File: config.mk
export PLATFORM = sky130hd
export DESIGN_NAME = bin_bcd_seq
export DESIGN_NICKNAME = d
export VERILOG_FILES = /design/src/rtl/bin_bcd_pkg.sv /design/src/rtl/bcd_dabble_digit.sv /design/src/rtl/bin_bcd_seq.sv
export SDC_FILE = /design/constraint.sdc
export NUM_CORES = 1
export LEC_CHECK = 0
export BUFFER_PORTS_ARGS = -buffer_cell sky130_fd_sc_hd__buf_2
export CAP_MARGIN = 25
export CORE_MARGIN = 2
export CORE_UTILIZATION = 30
export CTS_CLUSTER_DIAMETER = 30
export CTS_CLUSTER_SIZE = 40
export DETAILED_ROUTE_END_ITERATION = 10
export GPL_TIMING_DRIVEN = 0
export MAX_ROUTING_LAYER = met4
export PLACE_DENSITY = 0.43
export SYNTH_ARGS = -nofsm -noshare
export SYNTH_HDL_FRONTEND = slang
export SYNTH_SLANG_ARGS = --single-unit
File: constraint.sdc
create_clock -name clk -period 6.3 [get_ports clk]
set_clock_uncertainty 0.15 [all_clocks]
set_input_delay 0 -clock clk [delete_from_list [all_inputs] [get_ports clk]]
set_output_delay 0 -clock clk [all_outputs]
set_load 0.05 [all_outputs]
File: src/rtl/bin_bcd_pkg.sv
// Shared types and sizing helpers for the binary-to-BCD converters.
// Latency: n/a (package only).
// Backpressure: n/a (package only).
package bin_bcd_pkg;

  typedef enum logic [1:0] {
    IDLE,
    SHIFT,
    DONE
  } state_t;

  // Decimal digits needed to hold any WIDTH-bit unsigned value
  // (exact for width <= 64).
  function automatic int bcd_digits(input int width);
    return (width * 3) / 10 + 1;
  endfunction

  // Bits needed to hold a count in 0..n.
  function automatic int count_width(input int n);
    return $clog2(n + 1);
  endfunction

endpackage

File: src/rtl/bcd_dabble_digit.sv
// One double-dabble digit cell: adds 3 to a BCD digit of 5 or more.
// Latency: combinational.
// Backpressure: none.
// Ports: din - current digit, dout - adjusted digit ready for the shift.
module bcd_dabble_digit (
  input  logic [3:0] din,
  output logic [3:0] dout
);

  // Digits never exceed 9 between steps, so din + 3 stays within 4 bits.
  assign dout = (din >= 4'd5) ? din + 4'd3 : din;

endmodule

File: src/rtl/bin_bcd_seq.sv
// Sequential double-dabble binary-to-BCD converter, one shift-and-add-3 step per clock.
// Latency: result valid WIDTH cycles after the accept edge; initiation interval WIDTH+2.
// Backpressure: result held in DONE until out_ready; no new word accepted until then.
// Ports: clk/rst (sync, active high); in_valid/in_ready/in_bin input handshake;
//        out_valid/out_ready output handshake; out_bcd (digit 0 in [3:0]),
//        out_neg (sign, signed mode only), out_ndig (significant digits, >= 1).
module bin_bcd_seq
  import bin_bcd_pkg::*;
#(
  parameter  int WIDTH  = 32,
  parameter  bit SIGNED = 1'b0,
  localparam int DIGITS = bcd_digits(WIDTH),
  localparam int CW     = count_width(DIGITS)
) (
  input  logic                  clk,
  input  logic                  rst,
  input  logic                  in_valid,
  output logic                  in_ready,
  input  logic [WIDTH-1:0]      in_bin,
  output logic                  out_valid,
  input  logic                  out_ready,
  output logic [4*DIGITS-1:0]   out_bcd,
  output logic                  out_neg,
  output logic [CW-1:0]         out_ndig
);

  localparam int CNTW = $clog2(WIDTH + 1);
  localparam int SW   = 4 * DIGITS + WIDTH;

  if (WIDTH < 4 || WIDTH > 64) begin : g_bad_width
    $error("bin_bcd_seq: WIDTH must be in 4..64");
  end

  state_t              state_q, state_d;
  logic [WIDTH-1:0]    bin_q;
  logic [4*DIGITS-1:0] bcd_q;
  logic [CNTW-1:0]     cnt_q;
  logic                neg_q;

  logic                load, step, finish;
  logic                neg_in;
  logic [WIDTH-1:0]    mag;
  logic [4*DIGITS-1:0] adj;
  logic [SW-1:0]       shifted;
  logic [4*DIGITS-1:0] bcd_shift;
  logic [WIDTH-1:0]    bin_shift;
  logic [CW-1:0]       ndig_nxt;

  // Two's-complement negate of the most negative value gives 2^(WIDTH-1),
  // which is still representable as a WIDTH-bit unsigned magnitude.
  assign neg_in = SIGNED && in_bin[WIDTH-1];
  assign mag    = neg_in ? ('0 - in_bin) : in_bin;

  for (genvar i = 0; i < DIGITS; i++) begin : g_digit
    bcd_dabble_digit u_digit (
      .din  (bcd_q[4*i +: 4]),
      .dout (adj[4*i +: 4])
    );
  end

  // Add-3 adjustment first, then one left shift of the combined {bcd, bin} register.
  assign shifted   = {adj, bin_q} << 1;
  assign bcd_shift = shifted[SW-1:WIDTH];
  assign bin_shift = shifted[WIDTH-1:0];

  // Leading-digit count on the value about to be latched; the highest
  // non-zero digit wins, an all-zero result reports one digit.
  always_comb begin
    ndig_nxt = CW'(1);
    for (int i = 0; i < DIGITS; i++) begin
      if (bcd_shift[4*i +: 4] != 4'd0) begin
        ndig_nxt = CW'(i + 1);
      end
    end
  end

  always_comb begin
    state_d   = state_q;
    load      = 1'b0;
    step      = 1'b0;
    finish    = 1'b0;
    in_ready  = 1'b0;
    out_valid = 1'b0;
    case (state_q)
      IDLE: begin
        in_ready = 1'b1;
        if (in_valid) begin
          load    = 1'b1;
          state_d = SHIFT;
        end
      end
      SHIFT: begin
        step = 1'b1;
        if (cnt_q == CNTW'(1)) begin
          finish  = 1'b1;
          state_d = DONE;
        end
      end
      DONE: begin
        out_valid = 1'b1;
        if (out_ready) begin
          state_d = IDLE;
        end
      end
      default: state_d = IDLE;
    endcase
  end

  always_ff @(posedge clk) begin
    if (rst) begin
      state_q  <= IDLE;
      bin_q    <= '0;
      bcd_q    <= '0;
      cnt_q    <= '0;
      neg_q    <= 1'b0;
      out_bcd  <= '0;
      out_neg  <= 1'b0;
      out_ndig <= CW'(1);
    end else begin
      state_q <= state_d;
      if (load) begin
        bin_q <= mag;
        bcd_q <= '0;
        cnt_q <= CNTW'(WIDTH);
        neg_q <= neg_in;
      end else if (step) begin
        bin_q <= bin_shift;
        bcd_q <= bcd_shift;
        cnt_q <= cnt_q - CNTW'(1);
      end
      // Result registers change only on the final step, so they hold the
      // last result through DONE and the following idle period.
      if (finish) begin
        out_bcd  <= bcd_shift;
        out_neg  <= neg_q && (bcd_shift != '0);
        out_ndig <= ndig_nxt;
      end
    end
  end

endmodule

After elaboration in Yosys (flattened, before gate mapping)
Index checks and enable logic that the tools add are counted.
- $add $sub $neg: 11
- reduce and logical (&&, ||, !) cells: 13
- equality and inequality tests: 6
- $lt $le $gt $ge: 10
- multiplexer cells: 34
- operators by type and width (kind ; count):
    32-bit two-way mux ; 2
    4-bit two-way mux ; 15
    4-bit by 3-bit greater-or-equal comparator with 1-bit output (second input constant) ; 10
    4-bit by 2-bit adder with 4-bit output (second input constant) ; 9
    4-bit nonzero test ; 9
    6-bit two-way mux ; 2
    2-bit two-way mux ; 5
    1-bit two-way mux ; 7
    6-bit by 1-bit equality test with 1-bit output (second input constant) ; 1
    3-bit two-way mux ; 2
    2-bit != test (second input constant) ; 3
    2-bit case mux with 3 select lines ; 1
    6-bit by 1-bit subtractor with 6-bit output (second input constant) ; 1
    3-bit by 2-bit adder with 3-bit output (second input constant) ; 1
    3-bit AND reduction ; 1
    2-bit by 1-bit equality test with 1-bit output (second input constant) ; 1
    2-bit equality test (second input constant) ; 1
    2-bit zero test ; 1
    2-bit nonzero test ; 1
    2-bit OR reduction ; 1
- input port bits: 36
- output and inout port bits: 47
- bits in registers: 124

Depth between registers and ports, before layout
Gate-level depths: netlist (run 1).
- depth in word-level cells: 12
- mapped depth: 9
- gate-level depth less buffers: 9

Hierarchy
Synthesis (run 1) repeated with hierarchy kept, for this count alone.
- cell total of the unflattened synthesis: 730
- area total of the unflattened synthesis: 5637.9 µm²
- modules (own cells, without submodules) (module ; sequential area each (µm²) ; cells each ; area an instance (µm²) ; times used):
    bin_bcd_seq ; 2482.4 ; 570 ; 4624.4 ; 1
    bcd_dabble_digit ; 0.0 ; 16 ; 101.3 ; 10

Least setup slack after synthesis (run 1)
Ideal clock, no wire load.
- path type: register to register
- from: register state_q[0]
- to: register bcd_q[16]
- library setup time: 137 ps
- data required time: 6013 ps
- cell stages (with the launch flop): 7
- path slack: 4082 ps
- arrival: 1930 ps
- path buffers: 2
- period minus slack after synthesis: 2218 ps
- path through: dfxtp_1 nor2_1 nand2_1 nand2b_1 clkbuf_1 clkbuf_1 a211oi_1
- word-level cells in the longest chain between the ends: 3
- elaborated cells between the ends (all ways): 5
- those cells by class: 1 x eq/ne; 2 x mux; 2 x reduce/logical
- RTL lines (element ; line ; text):
    start, declared ; bin_bcd_seq.sv:34 ; state_t state_q, state_d;
    start signal, assigned ; bin_bcd_seq.sv:120 ; state_q <= state_d;
    2-bit zero test ; bin_bcd_seq.sv:84 ; case (state_q)
    1-bit two-way mux ; bin_bcd_seq.sv:84 ;
    2-bit OR reduction (no line) ; -- ;
    end signal, assigned ; bin_bcd_seq.sv:128 ; bcd_q <= bcd_shift;
    end, declared ; bin_bcd_seq.sv:36 ; logic [4*DIGITS-1:0] bcd_q;
Parallel ways exist; a longest one is shown, timed or not.
A chain may end at the register's enable or synchronous reset.

Worst setup path after layout (run 1)
- from: register cnt_q[0]
- to: register out_bcd[30]
- word-level cells in the longest chain between the ends: 3
- RTL lines (element ; line ; text):
    start, declared ; bin_bcd_seq.sv:37 ; logic [CNTW-1:0] cnt_q;
    start signal, assigned ; bin_bcd_seq.sv:124 ; cnt_q <= CNTW'(WIDTH);
    start signal, assigned ; bin_bcd_seq.sv:129 ; cnt_q <= cnt_q - CNTW'(1);
    6-bit by 1-bit equality test with 1-bit output ; bin_bcd_seq.sv:94 ; if (cnt_q == CNTW'(1)) begin
    1-bit two-way mux ; bin_bcd_seq.sv:94 ;
    1-bit two-way mux ; bin_bcd_seq.sv:84 ;
    end signal, assigned ; bin_bcd_seq.sv:134 ; out_bcd <= bcd_shift;
    end, declared ; bin_bcd_seq.sv:22 ; output logic [4*DIGITS-1:0] out_bcd,
Every way passes these cells.

==> results.sh, run 1 <==
export IMPL_die_area_um2=19700
export IMPL_synth_simple_area_share_pct=20.4
export IMPL_power_density_nw_per_um2=283
export IMPL_cts_sinks=124
export IMPL_initial_utilization_pct=30.8
export IMPL_finalWorstSetupSlack_ns=3.78
export IMPL_ff_latch_area_um2=2480
export IMPL_intPower_w=0.00153
export IMPL_crit_fanout=10
export IMPL_cp_slowest_stage_delay_ns=0.60
export IMPL_multi_input_area_um2=2850
export IMPL_cp_common_cell="clkbuf_1"
export IMPL_grt_pass1_vias=4961
export IMPL_ys_types=46
export IMPL_synthDominantCellAreaShare_pct=44.4
export IMPL_gp_congestion=0.856
export IMPL_outcome="finished, final reports clean"
export IMPL_via_per_inst=4.87
export IMPL_htree_levels=4
export IMPL_place_ws_ns=3.69
export IMPL_antenna_found_initial=0
export IMPL_synth_xor_area_share_pct=2.35
export IMPL_critical_path_arrival_ns=2.71
export IMPL_tightest_slew_ns=0.729
export IMPL_switching_share_pct=25.1
export IMPL_final_min_clock_period_ns=2.52
export IMPL_grt_overflow=0
export IMPL_insertion_delay_ns=0.43
export IMPL_critPathRequiredTime_ns=6.49
export IMPL_nets=885
export IMPL_relSlewSlack_pct=51.4
export IMPL_die_h_um=140
export IMPL_path_cells="ha_1, and3_1, and2_4, clkbuf_1, clkbuf_1, nand2_1, a21oi_1"
export IMPL_power_leakage_nw=2.81
export IMPL_dieWidth_um=140
export IMPL_grt_setup_unrepaired="false"
export IMPL_cp_top_family="buffers and inverters"
export IMPL_clock_root_buffer="clkbuf_16"
export IMPL_async_flop_share_pct=0
export IMPL_power_w=0.00204
export IMPL_synthMuxAreaShare_pct=2.17
export IMPL_synth_top_family_by_area="compound AO/OA/AOI/OAI gates"
export IMPL_period_share_pct=40.0
export IMPL_cts_tree="done"
export IMPL_core_um2=18100
export IMPL_ir_drop_v=0.000186
export IMPL_syn_area_um2=5590
export IMPL_fillers=1888
export IMPL_critPathBufInv=2
export IMPL_synthFlopType="dfxtp_1"
export IMPL_fmax_mhz=397
export IMPL_area_delta_synth_final_pct=29.3
export IMPL_yosys_warnings=0
export IMPL_critPathKind="reg -> reg"
export IMPL_row_count=49
export IMPL_setup_viol=0
export IMPL_cp_start_kind="flop"
export IMPL_pin_count=83
export IMPL_routed_wl_um=15800
export IMPL_tns_ns=0
export IMPL_routedWlPerCell_um=14.8
export IMPL_yosys_area_share_adder_pct=4.93
export IMPL_syn_avg_cell_area_um2=8.08
export IMPL_seqPwrFrac_pct=40.9
export IMPL_syn_num_nets=750
export IMPL_netlist_top_cells_area="dfxtp_1, a21oi_1, nand2_1"
export IMPL_worstSetupEndpointType="flop"
export IMPL_hpwl_um=11600
export IMPL_ys_ff_latch=124
export IMPL_power_switching_w=0.000513
export IMPL_hold_class="in -> reg"
export IMPL_n_antenna_cell=0
export IMPL_finalHoldViolCount=0
export IMPL_synth_cells=692
export IMPL_clk_path_buf_depth=2
export IMPL_synth_largest_area_cell="dfxtp_1"
export IMPL_cap_violations=0
export IMPL_drive_gt1_share_pct=14.3
export IMPL_synth_compound_area_share_pct=21.1
export IMPL_clkSlewWorstSetupHoldPaths_ns=0.05
export IMPL_drt_iter0_markers=231
export IMPL_synthMostInstantiatedCell="nand2_1"
export IMPL_cts_buffers=17
export IMPL_synth_edf_count=0
export IMPL_drcViolationCount=0
export IMPL_grt_pass1_wl_um=25400
export IMPL_p_comb_share_pct=11.2
export IMPL_grt_max_degree=17
export IMPL_clockPowerShare_pct=47.9
export IMPL_final_max_slew_viol_count=0
export IMPL_ant_nets=0
export IMPL_critPathSlowestCell="clkbuf_1"
export IMPL_grtUsageTotal_pct=16.9
export IMPL_portBuffers=80
export IMPL_ys_top_cells_by_count="nand2_1, dfxtp_1, a21oi_1"
export IMPL_post_cts_buffers=0
export IMPL_drtPass1Iterations=4
export IMPL_vias=5210
export IMPL_ys_seq_area_share_pct=44.4
[worst paths after layout]
kind | start | to | slack, ns | depth (start not counted)
max | cnt_q[0] | out_bcd[30] | 3.78 | 7
min reg2reg | out_bcd[15] | out_bcd[15] | 0.30 | 2
min | rst | out_bcd[15] | 0.12 | 3
max reg2reg | cnt_q[0] | out_bcd[30] | 3.78 | 7
[logic make-up after synthesis]
kind of cell / Yosys count
compound gates: 199
xor+xnor: 15
fa+ha+maj: 22
buf+inv: 66
flops: 124
mux: 12
other cells: 1
simple gates: 253
[placed cells by master, fill, tap and decap left out, types with 2 or more instances in the layout]
cell,instances
a22oi_1,31
clkbuf_1,42
buf_1,2
a21oi_1,112
nand2b_1,14
o211ai_1,2
and3_1,5
xnor2_1,13
a211oi_1,27
inv_1,22
and2_1,4
buf_4,2
clkbuf_16,17
nor3_1,5
dlygate4sd3_1,36
nand3_1,8
nor2_1,56
nor2b_1,2
bufinv_16,2
xor2_1,2
clkinv_2,5
mux2i_1,11
o21ai_0,18
clkbuf_8,5
ha_1,22
buf_2,81
nand2_1,134
nor4_1,2
dfxtp_1,124
nor3b_1,13
[repair_timing]
item / in CTS / in global routing
hold buffers: 36 / 0
resized for setup: 0 / 0
hold endpoints to repair: 35 / 0
[per-stage QoR]
step | instances | hold slack, ns | area [µm²] | util (%)
4_1_cts | 1069 | 0.113 | 7230 | 39.8
2_1_floorplan | 692 | -0.0140 | 5590 | -
3_3_place_gp | 1001 | 0.116 | 6280 | 34.6
3_5_place_dp | 1001 | 0.110 | 6280 | 34.6
6_report | 1069 | 0.118 | 7230 | 39.8
5_1_grt | 1069 | 0.182 | 7230 | 39.8
[area by class of cell]
| class | instances | share of cell area [%] |
|---|---|---|
| clock buffer | 25 | 6.99 |
| tap | 229 | 3.96 |
| timing repair buffer | 116 | 10.5 |
| sequential | 124 | 34.3 |
| multi-input combinational | 502 | 39.4 |
| buffer | 44 | 2.41 |
| clock inverter | 7 | 1.18 |
| inverter | 22 | 1.14 |
[registers in the layout (all words and copies together) (netlist names)]
name      count
out_ndig      4
bin_q        32
state_q       2
out_bcd      40
bcd_q        40
cnt_q         6
[power by group through the flow]
| stage | clock network (W) | registers [W] | logic (W) |
|---|---|---|---|
| after CTS | 0.00100 | 0.000835 | 0.000231 |
| after floorplan | 0 | 0.000862 | 0.000133 |
| final | 0.000979 | 0.000835 | 0.000228 |
| after global routing | 0.00103 | 0.000839 | 0.000254 |
| after detailed placement | 0 | 0.000852 | 0.000213 |
| after global placement | 0 | 0.000851 | 0.000209 |
[worst reg2reg max path, delay by kind of cell (launching register included)]
kind / cells / cell delay [ns]
compound gates: 1 / 0.16
fa+ha+maj: 1 / 0.17
buf+inv: 2 / 1.03
flops: 1 / 0.39
simple gates: 3 / 0.55
[routing by layer]
layer,up-vias,share of wire [%],GRT usage (%)
met4,0,1.1,5.32
li1,2658,-,-
met5,-,0,-
met2,121,48,27.9
met1,2417,46,20.3
met3,14,5.0,4.48
Power figures use the tool's default switching activity.
==> run 2: changes to the inputs <==
--- a/config.mk
+++ b/config.mk
@@ -14,7 +14,7 @@
 export DETAILED_ROUTE_END_ITERATION = 10
 export GPL_TIMING_DRIVEN = 0
 export MAX_ROUTING_LAYER = met4
-export PLACE_DENSITY = 0.43
+export PLACE_DENSITY = 0.45
 export SYNTH_ARGS = -nofsm -noshare
 export SYNTH_HDL_FRONTEND = slang
 export SYNTH_SLANG_ARGS = --single-unit
==> constraint.sdc (replaced) <==
create_clock -name clk -period 2.15 [get_ports clk]
set_clock_uncertainty 0.15 [all_clocks]
set_input_delay 0 -clock clk [delete_from_list [all_inputs] [get_ports clk]]
set_output_delay 0 -clock clk [all_outputs]
set_load 0.05 [all_outputs]
==> results.sh, run 2 (synthesis gave the netlist of run 1 again) <==
export IMPL_vias=5268
export IMPL_design_area_um2=7580
export IMPL_path_cells="inv_4, ha_4, nand2b_4, nor2b_4, mux2_4, or4_4, a2bb2oi_2, a311oi_1"
export IMPL_insertion_delay_ns=0.42
export IMPL_routedWlPerCell_um=15.1
export IMPL_tightest_slew_ns=0.745
export IMPL_cp_start_kind="flop"
export IMPL_critPathBufInv=1
export IMPL_drt_iter0_markers=220
export IMPL_pin_count=83
export IMPL_n_antenna_cell=0
export IMPL_grt_overflow=0
export IMPL_setup_viol=2
export IMPL_ir_drop_v=0.000556
export IMPL_critical_path_arrival_ns=2.48
export IMPL_cap_violations=0
export IMPL_die_area_um2=19700
export IMPL_grt_setup_unrepaired="true"
export IMPL_critPathKind="reg -> reg"
export IMPL_power_leakage_nw=2.99
export IMPL_layout_common_cells="nand2_1, dfxtp_1, a21oi_1"
export IMPL_finalHoldViolCount=0
export IMPL_relSlewSlack_pct=50.3
export IMPL_outcome="complete, but fails checks"
export IMPL_power_density_nw_per_um2=778
export IMPL_nets=898
export IMPL_portBuffers=80
export IMPL_core_um2=18100
export IMPL_crit_fanout=3
export IMPL_clock_root_buffer="clkbuf_16"
export IMPL_die_h_um=140
export IMPL_grt_pass1_vias=5112
export IMPL_grtUsageTotal_pct=17.3
export IMPL_final_common_cell="nand2_1"
export IMPL_finalWorstSetupSlack_ns=-0.153
export IMPL_cp_slowest_stage_delay_ns=0.54
export IMPL_critPathSlowestCell="or4_4"
export IMPL_grt_max_degree=17
export IMPL_routed_wl_um=16300
export IMPL_hold_class="in -> reg"
export IMPL_clk_path_buf_depth=2
export IMPL_placed_area_um2=6280
export IMPL_drive_gt1_share_pct=23.2
export IMPL_antenna_found_initial=0
export IMPL_fmax_mhz=434
export IMPL_period_share_pct=107
export IMPL_htree_levels=4
export IMPL_cts_sinks=124
export IMPL_clkSlewWorstSetupHoldPaths_ns=0.06
export IMPL_initial_utilization_pct=30.8
export IMPL_grt_pass1_wl_um=25800
export IMPL_cp_top_family="simple AND/OR/NAND/NOR gates"
export IMPL_largestRegisters="bcd_q: 40 flops, out_bcd: 40 flops, bin_q: 32 flops"
export IMPL_hpwl_um=11600
export IMPL_row_count=49
export IMPL_cts_buffers=17
export IMPL_cts_tree="done"
export IMPL_via_per_inst=4.87
export IMPL_ant_nets=0
export IMPL_hold_ws_ns=0.119
export IMPL_final_max_slew_viol_count=0
export IMPL_dieWidth_um=140
export IMPL_worstSetupEndpointType="flop"
export IMPL_violations="negative setup slack"
export IMPL_critPathRequiredTime_ns=2.33
export IMPL_final_min_clock_period_ns=2.30
export IMPL_area_delta_synth_final_pct=35.7
export IMPL_drcViolationCount=0
export IMPL_gp_congestion=0.812
export IMPL_drtPass1Iterations=4
run 2: changes by cell type in the layout (fill, tap and decap cells not counted), moves of 5 or more:
cell and change:
a21oi_1 -13, dfxtp_2 +11, a21oi_2 +8, dfxtp_1 -11, a21oi_4 +5, clkbuf_2 +13, clkbuf_1 -13, buf_4 +14
ha_1 -6
run 2: metrics by stage:
| step | setup WS [ns] | setup TNS (ns) | cells | power [W] | utilization, % |
|---|---|---|---|---|---|
| 2_1_floorplan | 0.00981 | 0 | 692 | 0.00292 | - |
| 3_3_place_gp | -0.207 | -4.02 | 1001 | 0.00310 | 34.6 |
| 3_5_place_dp | -0.222 | -4.89 | 1001 | 0.00312 | 34.6 |
| 4_1_cts | -0.0978 | -0.0978 | 1075 | 0.00593 | 40.5 |
| 5_1_grt | -0.249 | -1.23 | 1082 | 0.00616 | 41.8 |
| 6_report | -0.153 | -0.168 | 1082 | 0.00590 | 41.8 |
run 2: path summary, 6_finish.rpt:
path / start / slack (ns) / endpoint / cells after the start
max: bcd_q[33] / -0.15 / out_ndig[2] / 8
min: rst / 0.12 / out_bcd[19] / 3
max reg2reg: bcd_q[33] / -0.15 / out_ndig[2] / 8
min reg2reg: out_bcd[15] / 0.30 / out_bcd[15] / 2
run 2: metal layers:
metal	global-route usage (%)	up-vias	wire (µm)	share of wire, %
li1	-	2684	-	-
met2	29.4	98	8040	49
met3	4.96	13	711	4.4
met4	4.58	0	146	0.89
met5	-	-	0	0
met1	20.1	2473	7430	46
run 2: area by class of cell:
type	count	area [µm²]
clock inverter	7	62.6
timing repair buffer	129	856
fill	1894	10600
clock buffer	25	495
tap	229	287
sequential	124	2500
inverter	22	85.1
buffer	44	193
multi-input combinational	502	3110
run 2: what timing repair did:
item	CTS	global route
setup endpoints to repair	46	75
gates resized for setup	35	52
pin swaps	7	13
setup buffers	7	7
endpoints found under the hold margin	35	0
hold buffers	35	0
run 2: power breakdown:
group	switching, W	internal [W]
Clock	0.00102	0.00170
Combinational	0.000440	0.000281
Sequential	0.0000655	0.00239
Total	0.00153	0.00437
run 2: tightest hold or removal path, delay by kind of cell:
family                 cells  cell delay (ns)
buffers and inverters      2             0.49
AOI/OAI and AO/OA          1             0.16
